`config.mk`:
```
export PLATFORM = sky130hd
export DESIGN_NAME = lm_sm_sequencer
export DESIGN_NICKNAME = d
export VERILOG_FILES = /design/src/rtl/lm_sm_sequencer.sv
export SDC_FILE = /design/constraint.sdc
export NUM_CORES = 1
export LEC_CHECK = 0
export BUFFER_PORTS_ARGS = -buffer_cell sky130_fd_sc_hd__buf_4
export CELL_PAD_IN_SITES_DETAIL_PLACEMENT = 0
export CELL_PAD_IN_SITES_GLOBAL_PLACEMENT = 2
export CORE_AREA = 2 2 93 95
export CTS_BUF_LIST = sky130_fd_sc_hd__clkbuf_4
export DETAILED_ROUTE_END_ITERATION = 16
export DIE_AREA = 0 0 95 97
export PLACE_DENSITY_LB_ADDON = 0.1
export SLEW_MARGIN = 20
export SYNTH_ARGS = -nofsm -noshare
export SYNTH_HDL_FRONTEND = slang
export SYNTH_SLANG_ARGS = --single-unit
```
`constraint.sdc`:
```
create_clock -name clk -period 4.8 [get_ports clk]
set_clock_uncertainty 0.1 [all_clocks]
set_input_delay 1.44 -clock clk [delete_from_list [all_inputs] [get_ports clk]]
set_output_delay 1.44 -clock clk [all_outputs]
set_load 0.005 [all_outputs]
```
`src/rtl/lm_sm_sequencer.sv`:
```
// rtl/lm_sm_sequencer.sv - LM/SM multiple-register load/store sequencer
//
// Purpose: walks an 8-bit register mask from R0 upward, issuing one memory
// access per set bit at consecutive addresses. Loads also write the register
// file through a one-cycle WB state. Owns the memory/RF ports while busy.
//
// Optional feature macro: LMSM_BASE_WRITEBACK_EN (adds base_we/base_next).
//
// Ports:
//   clk, reset          rising-edge clock, async active-high reset
//   start               one-cycle request, honoured only in IDLE
//   is_store            1 = SM (RF->mem), 0 = LM (mem->RF), sampled with start
//   reg_mask            registers to transfer, sampled with start
//   base_addr           first memory address, sampled with start
//   mem_ack, mem_rdata  memory completion and read data
//   busy, done          ownership flag and one-cycle completion pulse
//   mem_en, read_wbar   memory request (held until ack) and direction
//   mem_addr            current access address
//   rf_addr, rf_we      RF index (read port for SM, write port for LM), write strobe
//   rf_wdata            latched load data
//   base_we, base_next  (macro only) base register update in DONE
module lm_sm_sequencer #(
  parameter int NREGS  = 8,
  parameter int ADDR_W = 16,
  parameter int DATA_W = 16,
  parameter int RIDX_W = 3
) (
  input  logic              clk,
  input  logic              reset,
  input  logic              start,
  input  logic              is_store,
  input  logic [NREGS-1:0]  reg_mask,
  input  logic [ADDR_W-1:0] base_addr,
  input  logic              mem_ack,
  input  logic [DATA_W-1:0] mem_rdata,
  output logic              busy,
  output logic              done,
  output logic              mem_en,
  output logic              read_wbar,
  output logic [ADDR_W-1:0] mem_addr,
  output logic [RIDX_W-1:0] rf_addr,
  output logic              rf_we,
  output logic [DATA_W-1:0] rf_wdata
`ifdef LMSM_BASE_WRITEBACK_EN
  ,
  output logic              base_we,
  output logic [ADDR_W-1:0] base_next
`endif
);

  typedef enum logic [1:0] {
    S_IDLE   = 2'd0,
    S_ACCESS = 2'd1,
    S_WB     = 2'd2,
    S_DONE   = 2'd3
  } state_t;

  state_t            state_q, state_d;
  logic [NREGS-1:0]  rem_mask_q, rem_mask_d;
  logic [ADDR_W-1:0] cur_addr_q, cur_addr_d;
  logic              dir_q, dir_d;
  logic [RIDX_W-1:0] rf_idx_q, rf_idx_d;
  logic [DATA_W-1:0] rf_wdata_q, rf_wdata_d;
  logic [RIDX_W-1:0] lo_idx;

  // Priority encoder: scanning downward lets the lowest set bit win.
  always_comb begin
    lo_idx = '0;
    for (int i = NREGS - 1; i >= 0; i--) begin
      if (rem_mask_q[i]) lo_idx = RIDX_W'(i);
    end
  end

  always_comb begin
    state_d    = state_q;
    rem_mask_d = rem_mask_q;
    cur_addr_d = cur_addr_q;
    dir_d      = dir_q;
    rf_idx_d   = rf_idx_q;
    rf_wdata_d = rf_wdata_q;
    busy       = 1'b0;
    done       = 1'b0;
    mem_en     = 1'b0;
    read_wbar  = 1'b1;
    mem_addr   = '0;
    rf_addr    = '0;
    rf_we      = 1'b0;

    case (state_q)
      S_IDLE: begin
        if (start) begin
          rem_mask_d = reg_mask;
          cur_addr_d = base_addr;
          dir_d      = is_store;
          state_d    = (reg_mask != '0) ? S_ACCESS : S_DONE;
        end
      end
      S_ACCESS: begin
        busy      = 1'b1;
        mem_en    = 1'b1;
        mem_addr  = cur_addr_q;
        read_wbar = ~dir_q;
        rf_addr   = lo_idx;
        if (mem_ack) begin
          rem_mask_d = rem_mask_q & ~(NREGS'(1) << lo_idx);
          cur_addr_d = cur_addr_q + ADDR_W'(1);
          if (!dir_q) begin
            rf_wdata_d = mem_rdata;
            rf_idx_d   = lo_idx;
            state_d    = S_WB;
          end else begin
            state_d = (rem_mask_d != '0) ? S_ACCESS : S_DONE;
          end
        end
      end
      S_WB: begin
        busy    = 1'b1;
        rf_we   = 1'b1;
        rf_addr = rf_idx_q;
        state_d = (rem_mask_q != '0) ? S_ACCESS : S_DONE;
      end
      S_DONE: begin
        busy    = 1'b1;
        done    = 1'b1;
        state_d = S_IDLE;
      end
      default: state_d = S_IDLE;
    endcase
  end

  always_ff @(posedge clk or posedge reset) begin
    if (reset) begin
      state_q    <= S_IDLE;
      rem_mask_q <= '0;
      cur_addr_q <= '0;
      dir_q      <= 1'b0;
      rf_idx_q   <= '0;
      rf_wdata_q <= '0;
    end else begin
      state_q    <= state_d;
      rem_mask_q <= rem_mask_d;
      cur_addr_q <= cur_addr_d;
      dir_q      <= dir_d;
      rf_idx_q   <= rf_idx_d;
      rf_wdata_q <= rf_wdata_d;
    end
  end

  assign rf_wdata = rf_wdata_q;

`ifdef LMSM_BASE_WRITEBACK_EN
  // cur_addr advanced once per set bit, so in DONE it already equals
  // base_addr + popcount(reg_mask) modulo 2^ADDR_W; no separate popcount.
  assign base_we   = (state_q == S_DONE);
  assign base_next = base_we ? cur_addr_q : '0;
`endif

endmodule

```
==> results.py <==
metrics = {
    "cells_and_area": {
        "syn_to_final_growth_pct": 28.43,
        "fin_area_sq_um": 3386,
        "final_cell_mix": "buf_4 (86), dfrtp_1 (46), nand2_1 (29), a21oi_1 (26), o21ai_0 (23)",
        "layout_commonest_cell": "buf_4",
        "finalNetCount": 406,
        "layoutNonFillerInstCount": 461,
        "layout-drive-gt1-share": 0.3371,
        "antennaDiodeCount": 0,
        "fin_util": 0.4162,
    },
    "detailed_routing": {
        "vias_per_cell": 4.993,
        "wl_per_cell_um": 14.67,
        "ant_nets": 0,
        "vias": 2302,
        "drc": 0,
        "dr.pass1.iters": 4,
        "drtIter0Drc": 75,
        "wirelength_um": 6763,
    },
    "clock_tree": {
        "htree_levels": 2,
        "clock_latency_ns": 0.35,
        "cts_buffers": 5,
        "post_cts_resized": 0,
        "clock-sinks": 46,
        "clock_path_buffers": 2,
        "clk_pin_slew_ns": 0.14,
        "cts_tree": "yes",
        "cts_root_buf": "clkbuf_4",
        "cts_setup_buffers": 0,
        "cts_hold_buf": 0,
    },
    "sta": {
        "layout_setup_ws_ns": 0.9633,
        "rsz0062_at_grt": "false",
        "fin_tns_setup_ns": 0,
        "finalSetupViolCount": 0,
        "post-route-min-period_ns": 3.837,
        "finalCritPeriodShare": 0.7993,
        "timing.slew.headroom": 0.4332,
        "worst_pin_slew_ns": 0.8502,
        "hold_violations": 0,
        "clock.fmax_mhz": 260.6,
        "hold_slack_ns": 0.3920,
        "slew_violations": 0,
    },
    "setup_path": {
        "reg2reg_setup_slack_ns": 1.76,
        "worst-setup-path-type": "reg -> out",
        "required_ns": 3.26,
        "cp_max_fo": 38,
        "crit_path_start_kind": "flop",
        "end_kind": "output pin",
        "arrival_ns": 2.30,
    },
    "synthesis": {
        "ys_seq_area_frac": 0.4366,
        "synthCells": 284,
        "synth_ff_type": "dfrtp_1",
        "synth-seq-cells": 46,
        "syn_area_sq_um": 2636,
        "async_flop_share": 1.000,
        "synth_warnings": 0,
        "syn_nets": 335,
        "yosysUniqueCellTypes": 47,
        "synth_area_per_cell_sq_um": 9.283,
        "synth-edff-count": 0,
    },
    "floorplan": {
        "ios": 85,
        "die_area_sq_um": 9215,
        "die_w_um": 95,
        "coreArea_sq_um": 8134,
        "rows": 33,
        "initial_utilization": 0.3241,
        "die_h_um": 97,
    },
    "power_and_ir_drop": {
        "finalPower_mw": 2.218,
        "pwr-share-seq": 0.333,
        "p_switching_mw": 0.9087,
        "static-leakage-power_nw": 1.567,
        "cellPowerDensity_nw_per_um2": 655.2,
        "netSwitchingFraction": 0.4096,
        "p_clk_frac": 0.110,
        "p_int_mw": 1.310,
        "peakVddDrop_mv": 0.2872,
        "pwr-share-comb": 0.557,
    },
    "global_routing": {
        "overflow": 0,
        "grt_max_degree": 47,
        "antenna_found_initial": 0,
        "grtUsageTotal": 0.1530,
        "grt_pass1_wl_um": 11210,
        "grt_pass1_vias": 2207,
    },
    "place": {
        "place_area_sq_um": 3302,
        "port_buffers": 84,
        "placedCellCount": 453,
        "hpwl_um": 4993,
        "gp_congestion": 0.7684,
        "dp_slack_ns": 1.326,
    },
    "flow_run": {
        "cap_violations": 0,
    },
    "status": {
        "status": "finished clean",
    },
    "worst_hold_path": {
        "worstHoldPathType": "reg -> reg",
    },
}
==> flip-flops by register name (all words and copies together) (netlist names) <==
| signal | count |
|---|---|
| dir_q | 1 |
| cur_addr_q | 16 |
| rf_idx_q | 3 |
| rf_wdata | 16 |
| rem_mask_q | 8 |
| state_q | 2 |
==> area by class of cell <==
class                           instances  area (sq um)
Timing Repair Buffer                   86         645.6
Tap cell                              105         131.4
Fill cell                             824          4748
Inverter                               14         53.80
Sequential cell                        46          1151
Clock buffer                            6         45.04
Clock inverter                          2         37.54
Multi-Input combinational cell        202          1321
==> power groups by stage <==
| stage | Clock, mW | Sequential [mW] | Combinational, mW |
|---|---|---|---|
| floorplan | 0 | 0.682 | 0.864 |
| global placement | 0 | 0.740 | 1.26 |
| detailed placement | 0 | 0.744 | 1.26 |
| CTS | 0.258 | 0.737 | 1.26 |
| global route | 0.275 | 0.770 | 1.40 |
| finish | 0.243 | 0.739 | 1.24 |
==> per-layer routing <==
metal / up-vias / GRT usage / routed length (um)
met3: 2 / 0.05296 / 515
li1: 1155 / - / -
met1: 1081 / 0.2308 / 3320
met2: 64 / 0.2106 / 2895
met4: 0 / 0.03122 / 31
met5: - / 0 / 0
==> cells in the mapped netlist (8+ instances only) <==
library cell   n  area share
o21ai_0       23       0.044
dfrtp_1       46        0.44
nand2_1       29       0.041
nand3_1       13       0.025
mux2_2        18       0.077
clkbuf_1       8       0.011
a21oi_1       26       0.049
and2_1        14       0.033
buf_2         10       0.019
inv_1         14       0.020
==> worst paths after layout <==
path                              from             to  cells past startpoint
max                         state_q[1]     rf_addr[1]                      5
min                        rf_idx_q[1]    rf_idx_q[1]                      2
max reg2reg                 state_q[1]  rem_mask_q[5]                      7
min reg2reg                rf_idx_q[1]    rf_idx_q[1]                      2
max in group asynchronous        reset  cur_addr_q[1]                      2
min in group asynchronous        reset   rf_wdata[15]                      2
==> critical path, stage by stage, from the launching register on <==
cell	delay, ns
dfrtp_1	0.44
inv_1	0.12
ha_2	0.62
or4b_1	0.49
a21boi_1	0.16
buf_4	0.12
==> cell families after synthesis <==
kind of cell	Yosys count	synth area share
adder cells (fa/ha/maj)	7	0.03227
AO/OA/AOI/OAI	83	0.1984
AND/OR/NAND/NOR	93	0.1889
multiplexers	19	0.08068
flip-flops	46	0.4366
buffers and inverters	36	0.06312
No activity file was read; power rests on OpenSTA's default activity.
